**src/rtl/lfsr_if.sv**
```systemverilog
// Handshake and status bundle between an LFSR engine and its user.
`timescale 1ns/1ps
interface lfsr_if #(
   parameter int unsigned WIDTH = 16
);
   logic             en;
   logic             mode;
   logic             load_valid;
   logic             load_ready;
   logic [WIDTH-1:0] load_data;
   logic             skip_valid;
   logic             skip_ready;
   logic [15:0]      skip_n;
   logic [WIDTH-1:0] state;
   logic             out_bit;
   logic             busy;
   logic             wrap;
   logic [WIDTH-1:0] period_len;
   logic             lockup;

   modport master (
      output en, mode, load_valid, load_data, skip_valid, skip_n,
      input  load_ready, skip_ready, state, out_bit, busy, wrap, period_len, lockup
   );

   modport slave (
      input  en, mode, load_valid, load_data, skip_valid, skip_n,
      output load_ready, skip_ready, state, out_bit, busy, wrap, period_len, lockup
   );
endinterface

```
**src/rtl/lfsr_engine.sv**
```systemverilog
// Fibonacci/Galois LFSR with seed load, zero-seed lock-up protection,
// multi-step skip and period measurement against the loaded seed.
`timescale 1ns/1ps
module lfsr_engine #(
   parameter int unsigned      WIDTH = 16,
   parameter logic [WIDTH-1:0] FTAPS = WIDTH'(16'hB400),
   parameter logic [WIDTH-1:0] GPOLY = WIDTH'(16'h6801),
   parameter logic [WIDTH-1:0] SEED  = WIDTH'(16'h0001)
) (
   input  logic  clk,
   input  logic  rst_n,
   lfsr_if.slave bus
);
   localparam int unsigned SKIP_W = 16;

   typedef enum logic {S_IDLE, S_BUSY} fsm_t;

   fsm_t              r_fsm;
   logic [WIDTH-1:0]  r_state;
   logic [WIDTH-1:0]  r_seed;
   logic [WIDTH-1:0]  r_cnt;
   logic [WIDTH-1:0]  r_period;
   logic [SKIP_W-1:0] r_rem;
   logic              r_wrap;
   logic              r_lockup;

   logic [WIDTH-1:0]  w_fib;
   logic [WIDTH-1:0]  w_gal;
   logic [WIDTH-1:0]  w_next;
   logic [WIDTH-1:0]  w_cnt_inc;
   logic [WIDTH-1:0]  w_load_val;
   logic              w_load_zero;
   logic              w_hit;
   logic              w_step;

   // Next-state candidates; mode is sampled live so it may change between steps.
   always_comb begin
      w_fib       = {r_state[WIDTH-2:0], ^(r_state & FTAPS)};
      w_gal       = {r_state[WIDTH-2:0], 1'b0} ^ (r_state[WIDTH-1] ? GPOLY : '0);
      w_next      = bus.mode ? w_gal : w_fib;
      w_hit       = (w_next == r_seed);
      w_cnt_inc   = r_cnt + WIDTH'(1);
      w_load_zero = (bus.load_data == '0);
      w_load_val  = w_load_zero ? SEED : bus.load_data;
      w_step      = (r_fsm == S_BUSY) ||
                    (bus.en && !bus.load_valid && !bus.skip_valid);
   end

   always_ff @(posedge clk) begin
      if (!rst_n) begin
         r_fsm    <= S_IDLE;
         r_state  <= SEED;
         r_seed   <= SEED;
         r_cnt    <= '0;
         r_period <= '0;
         r_rem    <= '0;
         r_wrap   <= 1'b0;
         r_lockup <= 1'b0;
      end else begin
         r_wrap <= 1'b0;
         if (w_step) begin
            r_state <= w_next;
            if (w_hit) begin
               r_wrap   <= 1'b1;
               r_period <= w_cnt_inc;
               r_cnt    <= '0;
            end else begin
               r_cnt <= w_cnt_inc;
            end
         end
         if (r_fsm == S_IDLE) begin
            if (bus.load_valid) begin
               r_state  <= w_load_val;
               r_seed   <= w_load_val;
               r_cnt    <= '0;
               r_lockup <= w_load_zero;
            end else if (bus.skip_valid && (bus.skip_n != '0)) begin
               r_rem <= bus.skip_n;
               r_fsm <= S_BUSY;
            end
         end else begin
            // Leave BUSY on the edge that performs the final step.
            r_rem <= r_rem - SKIP_W'(1);
            if (r_rem == SKIP_W'(1)) r_fsm <= S_IDLE;
         end
      end
   end

   // A simultaneous load wins, so skip is refused in that cycle.
   assign bus.load_ready = (r_fsm == S_IDLE);
   assign bus.skip_ready = (r_fsm == S_IDLE) && !bus.load_valid;
   assign bus.busy       = (r_fsm == S_BUSY);
   assign bus.state      = r_state;
   assign bus.out_bit    = r_state[WIDTH-1];
   assign bus.wrap       = r_wrap;
   assign bus.period_len = r_period;
   assign bus.lockup     = r_lockup;
endmodule

```
**src/flat_wrapper.sv**
```systemverilog
// flat-port wrapper written by rule: the top's interface ports become plain ports
module lfsr_engine_flat 
#(
   parameter int unsigned      WIDTH = 16,
   parameter logic [WIDTH-1:0] FTAPS = WIDTH'(16'hB400),
   parameter logic [WIDTH-1:0] GPOLY = WIDTH'(16'h6801),
   parameter logic [WIDTH-1:0] SEED  = WIDTH'(16'h0001)
)
  (clk, rst_n, bus_en, bus_mode, bus_load_valid, bus_load_data, bus_skip_valid, bus_skip_n, bus_load_ready, bus_skip_ready, bus_state, bus_out_bit, bus_busy, bus_wrap, bus_period_len, bus_lockup);
  lfsr_if #(.WIDTH(WIDTH)) bus_i ();
  input  logic clk;
  input  logic rst_n;
  input wire logic [$bits(bus_i.en)-1:0] bus_en;
  input wire logic [$bits(bus_i.mode)-1:0] bus_mode;
  input wire logic [$bits(bus_i.load_valid)-1:0] bus_load_valid;
  input wire logic [$bits(bus_i.load_data)-1:0] bus_load_data;
  input wire logic [$bits(bus_i.skip_valid)-1:0] bus_skip_valid;
  input wire logic [$bits(bus_i.skip_n)-1:0] bus_skip_n;
  output wire logic [$bits(bus_i.load_ready)-1:0] bus_load_ready;
  output wire logic [$bits(bus_i.skip_ready)-1:0] bus_skip_ready;
  output wire logic [$bits(bus_i.state)-1:0] bus_state;
  output wire logic [$bits(bus_i.out_bit)-1:0] bus_out_bit;
  output wire logic [$bits(bus_i.busy)-1:0] bus_busy;
  output wire logic [$bits(bus_i.wrap)-1:0] bus_wrap;
  output wire logic [$bits(bus_i.period_len)-1:0] bus_period_len;
  output wire logic [$bits(bus_i.lockup)-1:0] bus_lockup;
  assign bus_i.en = bus_en;
  assign bus_i.mode = bus_mode;
  assign bus_i.load_valid = bus_load_valid;
  assign bus_i.load_data = bus_load_data;
  assign bus_i.skip_valid = bus_skip_valid;
  assign bus_i.skip_n = bus_skip_n;
  assign bus_load_ready = bus_i.load_ready;
  assign bus_skip_ready = bus_i.skip_ready;
  assign bus_state = bus_i.state;
  assign bus_out_bit = bus_i.out_bit;
  assign bus_busy = bus_i.busy;
  assign bus_wrap = bus_i.wrap;
  assign bus_period_len = bus_i.period_len;
  assign bus_lockup = bus_i.lockup;
  lfsr_engine #(.WIDTH(WIDTH), .FTAPS(FTAPS), .GPOLY(GPOLY), .SEED(SEED)) u_core (.clk(clk), .rst_n(rst_n), .bus(bus_i));
endmodule
```
**config.mk**
```make
export PLATFORM = sky130hd
export DESIGN_NAME = lfsr_engine_flat
export DESIGN_NICKNAME = d
export VERILOG_FILES = /design/src/rtl/lfsr_if.sv /design/src/rtl/lfsr_engine.sv /design/src/flat_wrapper.sv
export SDC_FILE = /design/constraint.sdc
export NUM_CORES = 1
export LEC_CHECK = 0
export ABC_AREA = 1
export CORE_UTILIZATION = 55
export DETAILED_ROUTE_END_ITERATION = 6
export DONT_BUFFER_PORTS = 1
export GPL_TIMING_DRIVEN = 0
export HOLD_SLACK_MARGIN = 0.12
export PLACE_DENSITY_LB_ADDON = 0.25
export SYNTH_ARGS = -nofsm -noshare
export SYNTH_HDL_FRONTEND = slang
export SYNTH_SLANG_ARGS = --single-unit
```
**constraint.sdc**
```tcl
create_clock -name clk -period 1.85 [get_ports clk]
set_input_delay 0.2775 -clock clk [delete_from_list [all_inputs] [get_ports clk]]
set_output_delay 0.2775 -clock clk [all_outputs]
set_load 0.03 [all_outputs]
```
==> results of run 1 <==
-- metal layers --
| layer | vias up | GRT usage | part of all wire | wire length, um |
|---|---|---|---|---|
| met5 | - | 0 | 0 | 0 |
| met1 | 2099 | 0.360 | 0.43 | 5220 |
| met2 | 200 | 0.490 | 0.48 | 5740 |
| li1 | 2296 | - | - | - |
| met4 | 0 | 0.101 | 0.018 | 214 |
| met3 | 23 | 0.0599 | 0.071 | 848 |
-- synthesized netlist by cell type (5+ instances only) --
master    instances  share of area
nand2_1         183           0.15
inv_1           106          0.088
dfxtp_1          83           0.37
nor2_1           73          0.060
nand3_1          43          0.047
o21ai_0          33          0.036
a21oi_1          32          0.035
o22ai_1          25          0.034
clkbuf_1         19          0.016
nand4_1          19          0.026
nand2_2          12          0.017
nand3_2           9          0.020
xor2_1            9          0.017
nor3_1            6         0.0066
xnor2_1           5         0.0096
-- logic make-up (layout without fill, tap and decap cells) --
family	after synthesis	in the layout	share of synthesized area
and+or+nand+nor	356	356	0.348
buffers and inverters	138	178	0.123
xor gates and xnor gates	14	14	0.0270
AOI/OAI and AO/OA	103	103	0.128
DFF	83	83	0.366
adders and majority gates	3	3	0.00827
-- area by class of cell --
| type | count | area [um^2] |
|---|---|---|
| Tap cell | 102 | 128 |
| Fill cell | 705 | 2550 |
| Buffer | 27 | 171 |
| Clock inverter | 4 | 73.8 |
| Timing Repair Buffer | 25 | 241 |
| Sequential cell | 83 | 1720 |
| Clock buffer | 12 | 145 |
| Inverter | 110 | 414 |
| Multi-Input combinational cell | 476 | 2400 |
-- final timing paths --
kind / end / cells after the start / slack, ns
min reg2reg: u_core.r_seed[6] / 2 / 0.49
max: u_core.bus.period_len[8] / 13 / 0.03
max reg2reg: u_core.bus.period_len[8] / 13 / 0.03
min: u_core.bus.state[14] / 2 / 0.14
-- what timing repair did --
| action | in CTS | in global routing |
|---|---|---|
| pin swaps | 0 | 12 |
| endpoints found under the setup margin | 78 | 49 |
| cloned | 0 | 2 |
| buffers inserted | 3 | 5 |
| hold endpoints to repair | 27 | 0 |
| hold buffers | 15 | 0 |
| resized for setup | 29 | 48 |
-- state kept, by name (all words and copies together) (netlist names) --
name / count
u_core.r_cnt: 16
u_core.r_seed: 16
u_core.r_rem: 16
u_core.bus.wrap: 1
u_core.bus.state: 16
u_core.bus.busy: 1
u_core.bus.lockup: 1
u_core.bus.period_len: 16
-- placed cells by master, fill, tap and decap left out, drive strengths merged --
cell / instances
a21oi: 33
a31o: 1
a31oi: 4
a41oi: 2
buf: 17
bufinv: 2
clkbuf: 32
clkinv: 3
dfxtp: 83
dlygate4sd3: 15
ha: 3
inv: 109
nand2: 195
nand3: 53
nand3b: 1
nand4: 19
nor2: 77
nor3: 6
nor4: 4
o211ai: 4
o21ai: 33
o22ai: 25
o31ai: 1
or2: 1
xnor2: 5
xor2: 9
-- power breakdown --
group	total [mW]	internal, mW	switching, mW	leakage, nW
Combinational	0.827	0.291	0.536	1.56
Clock	1.47	0.800	0.669	0.111
Sequential	2.07	1.89	0.178	0.688
==> results.yml, run 1 <==
clock_tree:
  worstSkewPairLatency_ns: 0.36
  cts_buffers: 9
  clockRootBuffer: "clkbuf_8"
  cts_max_level: 3
  cts.sinks: 83
  cts_tree: "done"
  clkTransAtPathRegs_ns: 0.09
  cts_buffer_depth: 2
power:
  power_mw: 4.37
  p_leak_nw: 2.36
  peakVddDrop_mv: 0.499
  power_density_nw_per_um2: 825
placed_design:
  dpl.hpwl_um: 8360
  place_ws_ns: -0.351
  place_inst: 799
  port_buffers: 0
  gp_congestion: 0.891
  placed_cell_area_um2: 4670
setup_path:
  startpoint: "u_core.bus.state[11]"
  slowest_stage: "dfxtp_4"
  crit_path_start_kind: "register"
  critical_path.max_fanout: 6
  worst-path-buf-inv: 3
  worstPathRequired_ns: 2.11
  path_cells: "inv_2, nand2_1, nand2_1, nor2_1, nand2_1, nor2_2, nand2_2, nor2_4, nand3_4, buf_6, clkbuf_16, nand3_2, nand2_1"
  crit_family: "simple AND/OR/NAND/NOR gates"
  slowest_delay_ns: 0.42
  critPathKind: "reg -> reg"
  r2r_start: "u_core.bus.state[11]"
  critPathArrivalTime_ns: 2.08
  path_common_cell: "nand2_1"
  endpoint_kind: "register"
timing:
  period_needed_ns: 1.82
  fin_tns_setup_ns: 0
  hold-worst-slack_ns: 0.142
  relSlewSlack: 0.567
  setup_slack_ns: 0.0301
  fin_crit_sh: 0.984
  fmax_mhz: 549
  rsz0062_at_grt: "true"
  finalClockSkew_ns: 0.0161
  max_slew.worst_pin.slew_ns: 0.650
  finalHoldViolCount: 0
  slew_viol_final: 0
  setup_violations: 0
yosys:
  synth_cell_type_count: 35
  netlist_area_um2: 4540
  ys_ff_latch: 83
  synth_area_per_cell_um2: 6.51
  synth-warning-count: 0
  synth.net_count: 738
  synthFlopType: "dfxtp_1"
  synth_edf_count: 0
  synthCells: 697
  synth_async_sr_flop_share: 0
  ys_seq_area_frac: 0.366
grt:
  overflow: 0
  grt_pass1_wl_um: 19900
  grt_max_degree: 14
  global_route.usage.total: 0.289
  first_global_vias: 4400
  antenna_found_initial: 0
floorplanning:
  pin_count: 76
  die_w_um: 92.9
  initial_core_util: 0.579
  die_area_um2: 8620
  die_h_um: 92.9
  rows: 32
  coreArea_um2: 7850
routing:
  drtIter0Drc: 335
  drc: 0
  final_antenna_net_count: 0
  routedWlPerCell_um: 14.3
  vias_per_cell: 5.50
  routed_wl_um: 12000
  drtPass1Iterations: 5
  vias: 4618
layout:
  layout-drive-gt1-share: 0.145
  finalCoreUtilization: 0.674
  fin_cells: 839
  fin_nets: 773
  final_area_um2: 5290
  area_growth_pct: 16.6
  diodes: 0
flow_run:
  maxCapViolations: 0
run_status:
  status: "finished, final reports clean"
min_path:
  hp-start: "bus_load_data[14]"
  min_path_type: "in -> reg"
Note: power is estimated with default switching activity, not from simulation.
==> run 2: changes to the inputs <==
--- a/config.mk
+++ b/config.mk
@@ -6,12 +6,14 @@
 export NUM_CORES = 1
 export LEC_CHECK = 0
 export ABC_AREA = 1
+export CORE_MARGIN = 8
 export CORE_UTILIZATION = 55
 export DETAILED_ROUTE_END_ITERATION = 6
 export DONT_BUFFER_PORTS = 1
 export GPL_TIMING_DRIVEN = 0
 export HOLD_SLACK_MARGIN = 0.12
 export PLACE_DENSITY_LB_ADDON = 0.25
+export SLEW_MARGIN = 5
 export SYNTH_ARGS = -nofsm -noshare
 export SYNTH_HDL_FRONTEND = slang
 export SYNTH_SLANG_ARGS = --single-unit
==> run 2 against run 1 <==
Sequential power barely moved. Setup slack better by 0.043 ns. Register-to-register slack better by 0.04 ns. Routed wire length is 0.66% higher. Global-route usage shrank 7.7 points. Critical path depth decreased by 7. Critical path type unchanged. Fmax increased by 2.4%. Combinational power fell by 0.7%. Count of clock-buffer cells in the layout fell by 2. Worst hold slack got worse by 0.0066 ns. First-iteration DRC count down 27%.
==> results.yml, run 2 (same netlist as run 1, synthesis figures left out) <==
routing:
  vias_per_cell: 5.46
  drtIter0Drc: 243
  routed_wl_um: 12100
  drc: 0
  drtPass1Iterations: 5
  final_antenna_net_count: 0
  routedWlPerCell_um: 14.4
  vias: 4582
placed_design:
  dpl.hpwl_um: 8740
  placed_cell_area_um2: 4670
  port_buffers: 0
  gp_congestion: 0.892
  place_inst: 802
clock_tree:
  clkTransAtPathRegs_ns: 0.09
  cts_max_level: 3
  clockRootBuffer: "clkbuf_8"
  cts_buffer_depth: 2
  worstSkewPairLatency_ns: 0.37
  cts_tree: "done"
  cts.sinks: 83
  cts_buffers: 9
floorplanning:
  initial_core_util: 0.561
  die_area_um2: 11400
  pin_count: 76
  coreArea_um2: 8090
  die_h_um: 107
  rows: 33
  die_w_um: 107
timing:
  relSlewSlack: 0.570
  setup_violations: 0
  fin_crit_sh: 0.960
  fin_tns_setup_ns: 0
  slew_viol_final: 0
  finalClockSkew_ns: 0.00948
  finalHoldViolCount: 0
  max_slew.worst_pin.slew_ns: 0.645
  period_needed_ns: 1.78
  fmax_mhz: 563
  rsz0062_at_grt: "true"
layout:
  fin_cells: 839
  fin_nets: 770
  area_growth_pct: 15.4
  layout-drive-gt1-share: 0.144
  final_common_cell: "nand2_1"
  final_area_um2: 5240
  finalCoreUtilization: 0.648
  mostFrequentLayoutCells: "nand2_1, inv_1, nor2_1, dfxtp_1, nand3_1"
  diodes: 0
setup_path:
  r2r_start: "u_core.bus.busy"
  timing.rr.end: "u_core.r_cnt[0]"
  crit_path_start_kind: "register"
  endpoint_kind: "register"
  critPathKind: "reg -> reg"
  rrSetupSlack_ns: 0.07
  critical_path.max_fanout: 10
  r2r_cells: 6
  worstPathRequired_ns: 2.15
  critPathArrivalTime_ns: 2.08
power:
  p_comb_frac: 0.200
  p_sw_mw: 1.42
  p_sw_frac: 0.347
  peakVddDrop_mv: 0.519
  power_frac_clock: 0.295
  seq_power_share: 0.505
  internal_power_mw: 2.68
  p_leak_nw: 2.33
  power_mw: 4.10
  power_density_nw_per_um2: 783
min_path:
  hold_path_end: "u_core.r_rem[2]"
  hp-start: "bus_skip_n[2]"
  min_path_type: "in -> reg"
  whs_path_depth: 2
grt:
  overflow: 0
  antenna_found_initial: 0
  global_route.usage.total: 0.212
  first_global_vias: 4229
  grt_max_degree: 16
  grt_pass1_wl_um: 19900
run_status:
  status: "finished, final reports clean"
flow_run:
  maxCapViolations: 0
-- run 2: per-layer routing --
metal / vias up / track usage / wire (um)
li1: 2291 / - / -
met4: 0 / 0.0854 / 299
met5: - / 0 / 0
met2: 188 / 0.338 / 5600
met1: 2081 / 0.260 / 5050
met3: 22 / 0.0648 / 1160
-- run 2: layout make-up --
type / instances / area (um^2)
multi-input cells: 476 / 2410
inverters: 110 / 414
plain buffers: 28 / 175
well taps: 105 / 131
flip-flops and latches: 83 / 1720
clock inverters: 6 / 48.8
repair buffers: 21 / 213
clock buffers: 10 / 128
fillers: 762 / 2850
-- run 2: critical path: stages, from the launching register on --
cell and delay (ns):
dfxtp_2 0.39, buf_4 0.21, a21oi_4 0.22, buf_4 0.17, clkbuf_1 0.43, o21ai_0 0.16, a21oi_1 0.13
-- run 2: timing repair --
action	4_1_cts	5_1_grt
pin swaps	0	12
endpoints found under the setup margin	78	49
gates resized for setup	28	52
gates cloned	0	2
hold endpoints to repair	31	0
hold buffers	16	0
setup buffers	2	1
-- run 2: worst max path at each step --
stage / cells after the start / start / to / slack [ns]
finish: 6 / u_core.bus.busy / u_core.r_cnt[0] / 0.07
global route: 7 / u_core.bus.busy / u_core.r_seed[0] / -0.05
CTS: 6 / u_core.bus.busy / u_core.bus.state[7] / 0.001
detailed placement: 7 / u_core.bus.busy / u_core.bus.state[0] / -0.35
floorplan: 13 / u_core.bus.state[15] / u_core.bus.period_len[11] / 0.02
global placement: 7 / u_core.bus.busy / u_core.r_seed[0] / -0.34
-- run 2: power groups by stage --
stage / Sequential [mW] / Clock [mW] / Combinational, mW
finish: 2.07 / 1.21 / 0.821
global placement: 2.10 / 0 / 0.713
detailed placement: 2.11 / 0 / 0.730
floorplan: 2.07 / 0 / 0.584
CTS: 2.07 / 1.22 / 0.773
global route: 2.09 / 1.31 / 0.925
-- run 2: metrics by stage --
step	hold WS, ns	worst slack (ns)
finish	0.136	0.0732
global route	0.141	-0.0480
CTS	0.127	0.00110
detailed placement	0.464	-0.345
global placement	0.458	-0.344
floorplan	0.447	0.0167
==> run 3: changes to the inputs <==
--- a/config.mk
+++ b/config.mk
@@ -5,7 +5,6 @@
 export SDC_FILE = /design/constraint.sdc
 export NUM_CORES = 1
 export LEC_CHECK = 0
-export ABC_AREA = 1
 export CORE_MARGIN = 8
 export CORE_UTILIZATION = 55
 export DETAILED_ROUTE_END_ITERATION = 6
==> run 3 against run 2 <==
Die area down 7.5%. Fmax down 24%. Largest power group unchanged. Largest cell class unchanged. Register-to-register slack worse by 0.56 ns. Clock skew up 0.0020 ns. Via count down 12%. Total power down 2.1%. The flow now finishes with violations (setup timing). First-iteration DRC count down 21%. Critical path type unchanged. Clock power up 4%. Combinational power down 15%. Cell count down 20%. Critical path depth up 2. Worst hold slack worse by 0.0071 ns.
==> results.yml, run 3 <==
run_status:
  status: "finished, violations left"
  violations: "setup timing"
yosys:
  synth_common_cells: "nand2_1, dfxtp_1, a21oi_1"
  synth_area_per_cell_um2: 7.86
  synthCells: 527
  synth_edf_count: 0
  synth-warning-count: 0
  yosysTopAreaCellShare: 0.401
  synth_cell_type_count: 48
  synth_area_leaders: "dfxtp_1, nand2_1, a21oi_1"
  ys_seq_area_frac: 0.401
  yosysTopAreaCell: "dfxtp_1"
  synth.net_count: 568
  synth_most_common_cell: "nand2_1"
  netlist_area_um2: 4140
  synthFlopType: "dfxtp_1"
  synth_async_sr_flop_share: 0
  ys_ff_latch: 83
setup_path:
  crit_path_start_kind: "register"
  critPathKind: "reg -> reg"
  worstPathRequired_ns: 2.13
  rrSetupSlack_ns: -0.49
  r2r_start: "u_core.bus.state[15]"
  endpoint_kind: "register"
  timing.rr.end: "u_core.bus.period_len[1]"
  crit_family: "simple AND/OR/NAND/NOR gates"
  critPathArrivalTime_ns: 2.62
  critical_path.max_fanout: 9
  slowest_stage: "or4b_4"
  critical_path_depth: 8
  worst-path-buf-inv: 2
  startpoint: "u_core.bus.state[15]"
  slowest_delay_ns: 0.56
  r2r_cells: 8
  path_cells: "nand2_4, xor2_2, a2111o_1, or4b_4, nor3_4, buf_6, buf_12, mux2i_2"
floorplanning:
  die_area_um2: 10600
  die_h_um: 103
  die_w_um: 103
  coreArea_um2: 7290
  rows: 31
  initial_core_util: 0.568
  pin_count: 76
routing:
  drtPass1Iterations: 5
  final_antenna_net_count: 0
  routed_wl_um: 12000
  drc: 0
  vias: 4050
  drtIter0Drc: 193
  routedWlPerCell_um: 17.9
  vias_per_cell: 6.02
grt:
  global_route.usage.total: 0.233
  grt_pass1_wl_um: 19200
  first_global_vias: 3987
  antenna_found_initial: 0
  overflow: 0
  grt_max_degree: 14
layout:
  fin_nets: 611
  final_common_cell: "nand2_1"
  finalCoreUtilization: 0.694
  layout-drive-gt1-share: 0.160
  area_growth_pct: 22.0
  fill_cells: 623
  diodes: 0
  fin_cells: 673
  mostFrequentLayoutCells: "nand2_1, dfxtp_1, a21oi_1"
timing:
  fin_crit_sh: 1.27
  rsz0062_at_grt: "true"
  finalClockSkew_ns: 0.0115
  relSlewSlack: 0.588
  setup_slack_ns: -0.491
  setup_violations: 34
  finalHoldViolCount: 0
  max_slew.worst_pin.slew_ns: 0.612
  slew_viol_final: 0
  period_needed_ns: 2.34
  fmax_mhz: 427
placed_design:
  gp_congestion: 0.891
  dpl.hpwl_um: 8260
  port_buffers: 0
  place_inst: 626
power:
  p_leak_nw: 1.79
  power_mw: 4.02
  peakVddDrop_mv: 0.527
  power_density_nw_per_um2: 794
min_path:
  min_path_type: "in -> reg"
  hold_path_end: "u_core.r_rem[15]"
  hp-start: "bus_skip_n[15]"
  whs_path_depth: 2
clock_tree:
  clkTransAtPathRegs_ns: 0.08
  worstSkewPairLatency_ns: 0.36
  cts.sinks: 83
  cts_buffers: 9
  cts_max_level: 3
  cts_buffer_depth: 2
  cts_tree: "done"
  clockRootBuffer: "clkbuf_8"
flow_run:
  maxCapViolations: 0
-- run 3: cell types whose count changed after synthesis, sizes merged, moves of 8 or more --
cell	previous run	this run
inv	109	4
nand2	195	122
nor2	77	39
nand3	53	23
o22ai	25	0
o21ai	33	15
a21oi	33	49
mux2i	0	16
nand4	19	5
a311oi	0	12
nor3	6	18
nor4	4	14
clkbuf	19	27
-- run 3: layout make-up --
type / instances / area (um^2) / share of cell area
well taps: 99 / 124 / 0.0245
plain buffers: 33 / 220 / 0.0435
clock inverters: 6 / 57.6 / 0.0114
multi-input cells: 406 / 2490 / 0.493
flip-flops and latches: 83 / 1690 / 0.334
inverters: 5 / 21.3 / 0.00421
clock buffers: 9 / 124 / 0.0245
repair buffers: 32 / 327 / 0.0646
-- run 3: where the power goes --
part | total (mW) | internal, mW | switching, mW | leakage (nW)
clock network | 1.26 | 0.607 | 0.652 | 0.0946
logic | 0.695 | 0.303 | 0.392 | 1.01
registers | 2.06 | 1.88 | 0.183 | 0.684
total | 4.02 | 2.79 | 1.23 | 1.79
-- run 3: worst reg2reg max path: stages (launching register included) --
cell	delay (ns)
dfxtp_4	0.47
nand2_4	0.08
xor2_2	0.16
a2111o_1	0.39
or4b_4	0.56
nor3_4	0.13
buf_6	0.14
buf_12	0.13
mux2i_2	0.20
-- run 3: metrics by stage --
step | setup slack (ns) | cell area, um^2 | setup TNS, ns | hold WS (ns)
floorplan | -0.425 | 4200 | -8.97 | 0.413
global placement | -0.649 | 4330 | -29.72 | 0.417
detailed placement | -0.642 | 4330 | -29.77 | 0.422
CTS | -0.469 | 4960 | -17.24 | 0.121
global route | -0.603 | 5060 | -16.67 | 0.128
finish | -0.491 | 5060 | -13.80 | 0.129
-- run 3: worst max path at each step --
stage	end	slack [ns]
after global placement	u_core.bus.period_len[9]	-0.65
after floorplan	u_core.bus.period_len[13]	-0.43
after global routing	u_core.bus.period_len[1]	-0.60
final	u_core.bus.period_len[1]	-0.49
after detailed placement	u_core.bus.period_len[8]	-0.64
after CTS	u_core.bus.period_len[8]	-0.47
-- run 3: kinds of logic after synthesis --
| logic type | share of synthesized area |
|---|---|
| flip-flops | 0.401 |
| multiplexers | 0.0386 |
| buffers and inverters | 0.0411 |
| XOR/XNOR | 0.0758 |
| adder cells (fa/ha/maj) | 0.00906 |
| AND/OR/NAND/NOR | 0.270 |
| AO/OA/AOI/OAI | 0.164 |
-- run 3: timing repair --
item                                    4_1_cts  5_1_grt
hold buffers                                 22        0
endpoints found under the setup margin       80       81
cloned                                        2        0
pin swaps                                    12        8
setup buffers                                 6        2
resized for setup                            40       33
endpoints found under the hold margin        36        0
-- run 3: metal layers --
metal / routed length, um / global-route usage / vias to the layer above
li1: - / - / 1953
met3: 957 / 0.0527 / 22
met2: 5830 / 0.386 / 175
met4: 298 / 0.112 / 0
met1: 4940 / 0.280 / 1900
met5: 0 / 0 / -
